[src/rtl/muldiv_unit.sv]
// Iterative RV32M multiply/divide execute unit: radix-2^MUL_BITS shift-add
// multiply, restoring divide, valid/ready issue and retire, flush via kill.
module muldiv_unit #(
  parameter int unsigned XLEN     = 32,
  parameter int unsigned MUL_BITS = 1,
  parameter int unsigned TAG_W    = 5
) (
  input  logic             clk,
  input  logic             rst,
  input  logic             in_valid,
  output logic             in_ready,
  input  logic [2:0]       funct3,
  input  logic [XLEN-1:0]  rs1,
  input  logic [XLEN-1:0]  rs2,
  input  logic [TAG_W-1:0] tag_in,
  input  logic             kill,
  output logic             out_valid,
  input  logic             out_ready,
  output logic [XLEN-1:0]  result,
  output logic [TAG_W-1:0] tag_out,
  output logic             busy
);

  localparam int unsigned PW        = XLEN + MUL_BITS;
  localparam int unsigned MUL_STEPS = XLEN / MUL_BITS;
  localparam int unsigned CNT_W     = $clog2(XLEN + 1);

  localparam logic [2:0] F_MUL    = 3'b000;
  localparam logic [2:0] F_MULHSU = 3'b010;
  localparam logic [2:0] F_MULHU  = 3'b011;
  localparam logic [2:0] F_DIVU   = 3'b101;
  localparam logic [2:0] F_REM    = 3'b110;
  localparam logic [2:0] F_REMU   = 3'b111;

  typedef enum logic [1:0] {IDLE, CALC, DONE} state_t;

  state_t           state;
  logic [2:0]       op;
  logic [TAG_W-1:0] tag_q;
  logic             neg;
  logic [XLEN-1:0]  hi;
  logic [XLEN-1:0]  lo;
  logic [XLEN-1:0]  mcand;
  logic [CNT_W-1:0] cnt;

  // Operand decode: magnitudes, result sign and the two divide special cases
  logic            signed_a_c, signed_b_c, sa_c, sb_c;
  logic            div_zero_c, div_ovf_c, neg_c;
  logic [XLEN-1:0] mag_a_c, mag_b_c;

  always_comb begin
    signed_a_c = (funct3 != F_MULHU) && (funct3 != F_DIVU) && (funct3 != F_REMU);
    signed_b_c = signed_a_c && (funct3 != F_MULHSU);
    sa_c       = signed_a_c & rs1[XLEN-1];
    sb_c       = signed_b_c & rs2[XLEN-1];
    mag_a_c    = sa_c ? -rs1 : rs1;
    mag_b_c    = sb_c ? -rs2 : rs2;
    div_zero_c = funct3[2] && (rs2 == '0);
    div_ovf_c  = funct3[2] && !funct3[0] && (rs1 == {1'b1, {(XLEN-1){1'b0}}}) && (rs2 == '1);
    neg_c      = (funct3 == F_REM) ? sa_c : (sa_c ^ sb_c);
  end

  // One iteration: hi accumulates (mul) or holds the partial remainder (div);
  // lo shifts out multiplier digits or shifts in quotient bits.
  logic [PW-1:0]   part_c, sum_c;
  logic [XLEN:0]   rem_sh_c, rem_sub_c;
  logic            div_ge_c;
  logic [XLEN-1:0] hi_nx_c, lo_nx_c;

  always_comb begin
    part_c    = PW'(mcand) * PW'(lo[MUL_BITS-1:0]);
    sum_c     = PW'(hi) + part_c;
    rem_sh_c  = {hi, lo[XLEN-1]};
    rem_sub_c = rem_sh_c - {1'b0, mcand};
    div_ge_c  = rem_sh_c >= {1'b0, mcand};
    hi_nx_c   = sum_c[PW-1:MUL_BITS];
    lo_nx_c   = {sum_c[MUL_BITS-1:0], lo[XLEN-1:MUL_BITS]};
    if (op[2]) begin
      hi_nx_c = div_ge_c ? XLEN'(rem_sub_c) : XLEN'(rem_sh_c);
      lo_nx_c = {lo[XLEN-2:0], div_ge_c};
    end
  end

  // Sign fixup and half/quotient/remainder selection
  logic [2*XLEN-1:0] prod_c, prod_f_c;
  logic [XLEN-1:0]   div_sel_c, res_c;

  always_comb begin
    prod_c    = {hi, lo};
    prod_f_c  = neg ? -prod_c : prod_c;
    div_sel_c = op[1] ? hi : lo;
    res_c     = prod_f_c[2*XLEN-1:XLEN];
    if (op[2]) begin
      res_c = neg ? -div_sel_c : div_sel_c;
    end else if (op == F_MUL) begin
      res_c = prod_f_c[XLEN-1:0];
    end
  end

  always_ff @(posedge clk) begin
    if (rst) begin
      state     <= IDLE;
      in_ready  <= 1'b1;
      busy      <= 1'b0;
      out_valid <= 1'b0;
      result    <= '0;
      tag_out   <= '0;
      op        <= '0;
      tag_q     <= '0;
      neg       <= 1'b0;
      hi        <= '0;
      lo        <= '0;
      mcand     <= '0;
      cnt       <= '0;
    end else if (kill) begin
      state     <= IDLE;
      in_ready  <= 1'b1;
      busy      <= 1'b0;
      out_valid <= 1'b0;
    end else begin
      case (state)
        IDLE: begin
          if (in_valid && in_ready) begin
            op       <= funct3;
            tag_q    <= tag_in;
            in_ready <= 1'b0;
            busy     <= 1'b1;
            neg      <= 1'b0;
            hi       <= '0;
            // Special cases preload quotient (lo) and remainder (hi) directly
            if (div_zero_c) begin
              hi    <= rs1;
              lo    <= '1;
              state <= DONE;
            end else if (div_ovf_c) begin
              lo    <= rs1;
              state <= DONE;
            end else if (funct3[2]) begin
              neg   <= neg_c;
              lo    <= mag_a_c;
              mcand <= mag_b_c;
              cnt   <= CNT_W'(XLEN);
              state <= CALC;
            end else begin
              neg   <= neg_c;
              lo    <= mag_b_c;
              mcand <= mag_a_c;
              cnt   <= CNT_W'(MUL_STEPS);
              state <= CALC;
            end
          end
        end
        CALC: begin
          hi  <= hi_nx_c;
          lo  <= lo_nx_c;
          cnt <= cnt - CNT_W'(1);
          if (cnt == CNT_W'(1)) begin
            state <= DONE;
          end
        end
        DONE: begin
          // First DONE cycle applies the fixup; then hold until retired
          if (!out_valid) begin
            out_valid <= 1'b1;
            result    <= res_c;
            tag_out   <= tag_q;
          end else if (out_ready) begin
            out_valid <= 1'b0;
            state     <= IDLE;
            busy      <= 1'b0;
            in_ready  <= 1'b1;
          end
        end
        default: begin
          state    <= IDLE;
          busy     <= 1'b0;
          in_ready <= 1'b1;
        end
      endcase
    end
  end

endmodule

[config.mk]
export PLATFORM = sky130hd
export DESIGN_NAME = muldiv_unit
export DESIGN_NICKNAME = d
export VERILOG_FILES = /design/src/rtl/muldiv_unit.sv
export SDC_FILE = /design/constraint.sdc
export NUM_CORES = 1
export LEC_CHECK = 0
export CAP_MARGIN = 20
export CORE_UTILIZATION = 56
export DETAILED_ROUTE_END_ITERATION = 6
export PLACE_DENSITY = 0.83
export REMOVE_ABC_BUFFERS = 1
export SLEW_MARGIN = 20
export SYNTH_ARGS = -nofsm -noshare
export SYNTH_HDL_FRONTEND = slang
export SYNTH_SLANG_ARGS = --single-unit
[constraint.sdc]
create_clock -name clk -period 5.05 [get_ports clk]
set_input_delay 0.505 -clock clk [delete_from_list [all_inputs] [get_ports clk]]
set_output_delay 0.505 -clock clk [all_outputs]
set_load 0.05 [all_outputs]
# ---- Yosys cells after proc, flatten, opt, wreduce, memory -nomap -nowiden
# Index checks and enable logic that the tools add are counted.
# Widths: inputs -> output; s select.
dict set report classes {
  addsub 7
  mul 1
  order_cmp 1
  n_eq_ne 16
  mux 43
  bitwise_logic 8
  reduce_logical 21
}
# op n
set ops {}
lappend ops {{$mux 32} 16}
lappend ops {{$pmux 32 s2} 2}
lappend ops {{$neg 32->32} 3}
lappend ops {{$eq 32x32->1 const B} 2}
lappend ops {{$mux 64} 1}
lappend ops {{$neg 64->64} 1}
lappend ops {{$add 32x33->33} 1}
lappend ops {{$ge 33x32->1} 1}
lappend ops {{$mul 32x1->33} 1}
lappend ops {{$logic_not 32->1} 1}
lappend ops {{$sub 32x32->32} 1}
lappend ops {{$mux 6} 3}
lappend ops {{$mux 2} 6}
lappend ops {{$ne 2x2->1 const B} 6}
lappend ops {{$pmux 6 s2} 1}
lappend ops {{$mux 1} 11}
lappend ops {{$reduce_and 5->1} 2}
lappend ops {{$reduce_and 3->1} 3}
lappend ops {{$logic_and 1x1->1} 8}
lappend ops {{$reduce_and 4->1} 2}
lappend ops {{$eq 6x1->1 const B} 1}
lappend ops {{$ne 3x2->1 const B} 2}
lappend ops {{$ne 3x3->1 const B} 2}
lappend ops {{$pmux 1 s3} 2}
lappend ops {{13 further kinds} 18}
dict set report word_totals {
  reg_bits 153
  in_bits 77
  out_inout_bits 40
  wordCells 110
}

# ---- Longest topological paths before layout
# Gate-level depths: netlist of run 1.
dict set report logic_depth {
  word_depth 11
  ltp_mapped 15
  depth_no_buf 13
}

# ---- Least setup slack after synthesis of run 1
# No wires, ideal clock.
dict set report synth_path {
  path_type {flip-flop to flip-flop}
  startpoint {register op[1]}
  endpoint {register result[26]}
  setup_time_ns 0.134
  arrival_ns 3.560
  required_time_ns 4.916
  slack_ns 1.356
  path_stages_with_launch 16
  path_buffers 5
  path_cell_list {dfxtp_1 > clkbuf_1 > buf_2 > buf_2 > buf_1 > clkbuf_1 > mux2i_1 > ha_1 > o221ai_1 > o31a_1 > nand3b_1 > a21oi_1 > xnor2_1 > nor3_1 > a21oi_1 > o22ai_1}
}
dict set report synth_between {
  elab_chain_cells 4
  elab_cells_between_ends 6
}
# item line_no
set synth_lines {}
lappend synth_lines {{start, declared} 38} ;# logic [2:0] op;
lappend synth_lines {{start signal, assigned} 124} ;# op <= funct3;
lappend synth_lines {{$mux 32} 91} ;# div_sel_c = op[1] ? hi : lo;
lappend synth_lines {{$neg 32->32} 94} ;# res_c = neg ? -div_sel_c : div_sel_c;
lappend synth_lines {{$mux 32} 94}
lappend synth_lines {{$mux 32 *} 93} ;# if (op[2]) begin
lappend synth_lines {{end signal, assigned} 165} ;# result <= res_c;
lappend synth_lines {{end, declared} 19} ;# output logic [XLEN-1:0] result,
# Mark *: on every way between the ends. The rest lies on a longest branch, timed or not.
# A chain may end at the register's enable or synchronous reset.

# ---- Worst setup path in the final report of run 1
dict set report layout_path {
  startpoint {register lo[0]}
  endpoint {register hi[30]}
}
dict set report layout_between {
  elab_chain_cells 4
}
# item line_no
set layout_lines {}
lappend layout_lines {{start, declared} 42} ;# logic [XLEN-1:0] lo;
lappend layout_lines {{start signal, assigned} 136} ;# lo <= rs1;
lappend layout_lines {{start signal, assigned} 140} ;# lo <= mag_a_c;
lappend layout_lines {{start signal, assigned} 146} ;# lo <= mag_b_c;
lappend layout_lines {{$mul 32x1->33} 71} ;# part_c = PW'(mcand) * PW'(lo[MUL_BITS-1:0]);
lappend layout_lines {{$add 32x33->33} 72} ;# sum_c = PW'(hi) + part_c;
lappend layout_lines {{$mux 32} 78} ;# if (op[2]) begin
lappend layout_lines {{$pmux 32 s2} 121} ;# case (state)
lappend layout_lines {{end signal, assigned} 132} ;# hi <= rs1;
lappend layout_lines {{end signal, assigned} 154} ;# hi <= hi_nx_c;
lappend layout_lines {{end, declared} 41} ;# logic [XLEN-1:0] hi;
# No other way between the ends.

==> key figures, run 1 <==
Cells and area
  • Area growth syn-to-layout: 11.2%
  • Share of cells above drive strength 1: 0.0666
  • Cell Count, Final, Fillers Out: 2,785
  • NumNets Final: 2,538
  • Number of diodes: 0
  • Most common cell after layout, fill and taps aside: nand2_1
  • Most frequent cells in the layout: nand2_1, a21oi_1, nor2_1
  • # fillers: 2,724

Power and ir drop
  • Sequential power share: 0.298
  • Combinational Power Share: 0.424
  • Max IR drop VDD: 0.278 mV
  • Sw Pwr: 0.00200 W
  • Int Power: 0.00274 W
  • Pwr Density: 258 nW/µm²
  • Clk network pwr share: 0.278
  • Net Sw Frac: 0.422
  • P_leak: approximately 6.6 nW

Timing
  • Clock Skew: 17.5 ps
  • Final setup vio count: 0
  • RSZ-0062 raised after global routing: no
  • Worst Tran Pin Value: 927 ps
  • FMAX: between 200 and 250 MHz
  • Final Critical Period: 4080 ps
  • Hold_ws: 448 ps
  • Final Max Tran Viols: 0
  • Rel. slew slack: 0.382
  • Final Hold Vio Count: 0
  • Post-Route Setup TNS: 0 ps
  • Period utilization: 0.808

Clock tree
  • H-tree levels: 4
  • Clock latency on the worst-skew pair: ~460 ps
  • Sinks on Clock Net: 153
  • TritonCTS clock tree: built
  • CTS Root Cell: clkbuf_16
  • Setup Buffers After CTS: 0
  • Clk pin slew, worst setup/hold paths: 70 ps
  • Total CTS buffers: 17
  • Max Buffers Root-to-Sink: 2
  • Hold_buf cts: 0
  • Post-CTS resize count: 0

Worst setup path
  • Reg2Reg Depth: 13
  • CP Max Fanout: 18
  • CP Launch Type: flip-flop
  • Worst Path Required: approximately 5400 ps
  • Classification of the worst setup path: reg -> reg
  • WP data arrival: ~4500 ps
  • Crit. End Element: flip-flop

Synth
  • Flops & latches, synth: 153
  • Warnings from Yosys: 0
  • Mean Syn Cell Area: 6.94 µm²
  • Seq/Total Area, Yosys: 0.185
  • Main synth FF type: dfxtp_1
  • Post-Syn Instances: 2,385
  • Unique cell type count in the Yosys netlist: 87
  • EDFF count, synth: 0
  • Mapped Area: 16,500 µm²
  • FFs w/ async S/R, synth: 0

Placement
  • Port bufs: 116
  • RePlAce Congestion: 1.01
  • Placed instance count: 2,753
  • DP Wirelength: 47,700 µm

Global routing
  • Remaining Overflow, GRT: 0
  • Vias in the first global route: approximately 17k
  • All-Layer GR Usage: 0.411
  • Met3 Usage GRT: 0.0888
  • Largest net degree at the start of global routing: 60
  • Met2 Use GR: 0.622
  • First-pass GRT wire length: 98,000 µm
  • Initial antenna violation count: 0
  • Met1 Resource Use GR: 0.554
  • Most used routing layer: met2

Floorplan
  • Die Y: 174 µm
  • I/O pins: between 100 and 150
  • Die Area: just over 30,000 µm²
  • Initial Util: 0.573
  • Die X: 174 µm
  • Core area: about 29,000 µm²
  • Num rows: 62

Drt
  • DRC: 1
  • Drt first pass iters: 7
  • Initial DRC Count: 2,855
  • Overall routed net length: 63,500 µm
  • Vias per cell: 6.88
  • WL/cell: 22.8 µm
  • Detail Route Antenna Nets: 0
  • Vias: 19.2k

Min path
  • Worst min path class: reg -> reg
  • Worst Hold Depth: 2

Status
  • Violated checks: DRC
  • Outcome: finished, violations left

Job
  • Number of max-cap violations: 0
area by class of cell:
cell class	instances	area, µm²	share of cell area
clock buffer	20	467	0.0254
clock inverter	12	115	0.00626
inverter	76	285	0.0155
multi-input combinational	1960	12300	0.670
sequential	153	3070	0.167
tap	384	480	0.0261
timing repair buffer	180	1650	0.0895
per-stage QoR:
stage / setup slack [ps] / instance area [µm²] / total power [W] / utilization
4_1_cts: 1120 / 18400 / 0.00467 / 0.638
2_1_floorplan: -1220 / 15700 / 0.00270 / -
3_3_place_gp: 918 / 17800 / 0.00333 / 0.617
3_5_place_dp: 889 / 17800 / 0.00336 / 0.617
6_report: 970 / 18400 / 0.00475 / 0.638
5_1_grt: 739 / 18400 / 0.00495 / 0.638
worst max-delay path, stage by stage (launching register included):
cell	delay, ps
dfxtp_1	310
inv_1	540
buf_4	290
nor2_1	60
ha_1	400
nand2_1	210
a21oi_1	60
a221oi_1	540
nor2_1	80
nor3_1	520
o21ai_0	270
a2111oi_0	430
o21ai_0	150
a21oi_1	120
state kept, by name, summed over array words and instances, names as in the netlist:
name	count
cnt	6
neg	1
in_ready	1
mcand	32
lo	32
op	3
out_valid	1
result	32
state	2
tag_q	5
busy	1
tag_out	5
hi	32
kinds of logic (layout without fill, tap and decap cells):
group,Yosys count,in the layout,share of synthesized area
simple gates,876,876,0.250
flops,153,153,0.185
compound gates,763,763,0.297
xor+xnor,149,149,0.0789
mux,99,99,0.0615
fa+ha+maj,73,73,0.0561
buf+inv,272,288,0.0714
per-layer routing:
layer / part of all wire / vias up
met5: 0 / -
met4: 0.046 / 0
met3: 0.13 / 185
met2: 0.43 / 1294
met1: 0.40 / 8923
li1: - / 8764
synthesized netlist by cell type (18+ instances only):
cell type	n	area, µm²
nand2_1	266	998
a21oi_1	244	1220
nor2_1	243	912
dfxtp_1	153	3060
clkbuf_1	142	533
o21ai_0	141	706
nor3_1	126	631
mux2i_1	87	871
xnor2_1	86	753
inv_1	74	278
ha_1	71	888
xor2_1	63	552
a211oi_1	56	420
nand3_1	56	280
o211ai_1	33	248
a21o_1	32	240
a31oi_1	32	200
a221oi_1	25	219
nand4_1	24	150
nor4_1	21	131
or3_1	20	125
and2_1	19	119
o31ai_1	18	135
power by group through the flow:
stage / combinational [W] / sequential [W] / clock [W]
after detailed placement: 0.00193 / 0.00143 / 0
after global placement: 0.00191 / 0.00143 / 0
after global routing: 0.00216 / 0.00142 / 0.00137
after CTS: 0.00194 / 0.00140 / 0.00132
after floorplan: 0.00127 / 0.00143 / 0
final: 0.00201 / 0.00141 / 0.00132
worst paths after layout:
path,slack [ps],end,from
min,450,tag_out[3],tag_q[3]
max reg2reg,970,hi[30],lo[0]
max,970,hi[30],lo[0]
min reg2reg,450,tag_out[3],tag_q[3]
Note: power is estimated with default switching activity, not from simulation.
==> inputs of run 2 (changes only) <==
==> constraint.sdc (replaced) <==
create_clock -name clk -period 3.8 [get_ports clk]
set_input_delay 0.38 -clock clk [delete_from_list [all_inputs] [get_ports clk]]
set_output_delay 0.38 -clock clk [all_outputs]
set_load 0.05 [all_outputs]
==> run 2 against run 1 <==
  * First-iteration DRC count is 14% higher
  * The run still ends with DRC left
  * Die area stayed put
  * Cell area is 3.2% higher
  * Highest routed layer unchanged
  * Fmax is 14% higher
  * Sequential share of layout area is 0.52 points lower
  * Hold slack better by 3.0 ps
  * Clock power is 39% higher
  * Setup slack worse by 750 ps
  * Clock skew is 1.6 ps lower
  * Critical path depth is 1 higher
  * Core utilization is 2.0 points higher
  * Largest cell class unchanged
  * Largest power group unchanged
  * Via count is 1.4% higher
==> key figures, run 2 (synthesized netlist as in run 1, its figures left out) <==
Timing
  • Worst Tran Pin Value: 1060 ps (+137 ps)
  • Rel. slew slack: 0.288 (-0.0941)
  • RSZ-0062 raised after global routing: no
  • Final setup vio count: 0 (unchanged)
  • Final Max Tran Viols: 0 (unchanged)
  • FMAX: 279 MHz (+14%)
  • Clock Skew: 16.0 ps (-1.58 ps)
  • Final Hold Vio Count: 0 (unchanged)
  • Final Critical Period: 3580 ps (-498 ps)
  • Period utilization: 0.943 (+0.135)

Drt
  • Vias: 19.4k (+1.4%)
  • Initial DRC Count: 3,257 (+14%)
  • Drt first pass iters: 7 (unchanged)
  • Overall routed net length: 66,500 µm (+4.8%)
  • WL/cell: 23.3 µm (+2.4%)
  • Detail Route Antenna Nets: 0 (unchanged)
  • DRC: 2 (+1)
  • Vias per cell: 6.82 (-0.87%)

Power and ir drop
  • Sequential power share: 0.278 (-0.020)
  • Int Power: 0.00382 W (+39%)
  • Pwr Density: 345 nW/µm² (+34%)
  • P_leak: 6.97 nW (+5.6%)
  • Sw Pwr: 0.00274 W (+37%)
  • Clk network pwr share: 0.278 (about the same)
  • Combinational Power Share: 0.444 (+0.020)
  • Net Sw Frac: 0.418 (-0.00445)
  • Max IR drop VDD: 0.360 mV (+30%)

Cells and area
  • NumNets Final: 2,601 (+2.5%)
  • Design area: 19,000 µm² (+3.2%)
  • Area growth syn-to-layout: 14.7%
  • Share of cells above drive strength 1: 0.0901 (+0.0235)
  • Most frequent cells in the layout: nand2_1, a21oi_1, nor2_1
  • Util after Layout: 0.658 (+0.0204)
  • # fillers: 2,554 (-6.2%)
  • Number of diodes: 0 (unchanged)
  • Most common cell after layout, fill and taps aside: nand2_1
  • Cell Count, Final, Fillers Out: 2,848 (+2.3%)

Placement
  • RePlAce Congestion: 0.999 (-1.2%)
  • Placed instance count: 2,815 (+2.3%)
  • Port bufs: 116 (unchanged)
  • Placed Instance Area: 18,400 µm² (+3.1%)
  • DP Wirelength: 50,500 µm (+5.9%)

Floorplan
  • I/O pins: 117 (unchanged)
  • Die Area: 30,200 µm² (unchanged)
  • Core area: 28,900 µm² (unchanged)
  • Num rows: 62 (unchanged)
  • Initial Util: 0.573 (unchanged)
  • Die X: 174 µm (unchanged)
  • Die Y: 174 µm (unchanged)

Global routing
  • Vias in the first global route: 17.7k (+2.1%)
  • Largest net degree at the start of global routing: 66 (+10%)
  • Initial antenna violation count: 0 (unchanged)
  • All-Layer GR Usage: 0.430 (+0.0189)
  • First-pass GRT wire length: 101,000 µm (+3.3%)
  • Remaining Overflow, GRT: 0 (unchanged)

Clock tree
  • Sinks on Clock Net: 153 (unchanged)
  • Clock latency on the worst-skew pair: 460 ps (about the same)
  • Max Buffers Root-to-Sink: 2 (unchanged)
  • Total CTS buffers: 17 (unchanged)
  • CTS Root Cell: clkbuf_16
  • Clk pin slew, worst setup/hold paths: 70 ps (about the same)
  • H-tree levels: 4 (unchanged)
  • TritonCTS clock tree: built

Worst setup path
  • CP Max Fanout: 31 (+13)
  • CP Launch Type: flip-flop
  • WP data arrival: 3930 ps (-530 ps)
  • Classification of the worst setup path: reg -> reg
  • Worst Path Required: 4150 ps (-1280 ps)
  • Crit. End Element: flip-flop

Min path
  • Worst min path class: reg -> reg

Status
  • Outcome: finished, violations left
  • Violated checks: DRC

Job
  • Number of max-cap violations: 0 (unchanged)
-- run 2: stage by stage --
stage / setup WS, ps / TNS (ps) / hold WS [ps] / total power [W]
6_report: 217 / 0 / 451 / 0.00656
3_3_place_gp: 193 / 0 / 433 / 0.00460
4_1_cts: 337 / 0 / 452 / 0.00644
2_1_floorplan: -2470 / -163410 / 426 / 0.00359
5_1_grt: 15.0 / 0 / 471 / 0.00681
3_5_place_dp: 107 / 0 / 441 / 0.00464
-- run 2: worst max-delay path, cell delays in order (launching register included) --
cell	delay, ps
dfxtp_1	350
inv_1	150
buf_12	210
nor2_1	60
ha_1	430
nand4_1	210
nor3_1	340
nand3_1	190
a21oi_1	260
nor3_1	100
buf_4	180
o21ai_0	350
xnor2_1	230
o221ai_1	170
o21a_1	220
-- run 2: layout make-up --
type / count / area (µm²) / share of cell area
inverters: 76 / 285 / 0.0150
flip-flops and latches: 153 / 3070 / 0.162
clock buffers: 20 / 468 / 0.0246
well taps: 384 / 480 / 0.0253
clock inverters: 12 / 139 / 0.00731
repair buffers: 243 / 2210 / 0.116
multi-input cells: 1960 / 12300 / 0.650
-- run 2: per-layer routing --
layer  vias up  global-route usage  share of wire
li1       8874                   -              -
met1      9057               0.581           0.41
met2      1318               0.639           0.42
met3       180               0.111           0.12
met4         0               0.197          0.046
met5         -                   0              0
-- run 2: repair_timing --
action,4_1_cts,5_1_grt
setup buffers,0,1
setup endpoints to repair,0,2
hold buffers,0,0
hold endpoints to repair,0,0
resized for setup,0,2
-- run 2: worst paths after layout --
path            start  endpoint  slack, ps  cells past startpoint
min reg2reg  mcand[3]  mcand[3]        450                      2
max reg2reg     lo[0]    hi[28]        220                     14
max             lo[0]    hi[28]        220                     14
min          mcand[3]  mcand[3]        450                      2
-- run 2: power by group through the flow --
stage                     clock network (W)  logic, W  registers, W
after floorplan                           0   0.00169       0.00190
after global placement                    0   0.00276       0.00185
after detailed placement                  0   0.00278       0.00185
after CTS                           0.00182   0.00281       0.00182
after global routing                0.00188   0.00309       0.00183
final                               0.00183   0.00291       0.00182
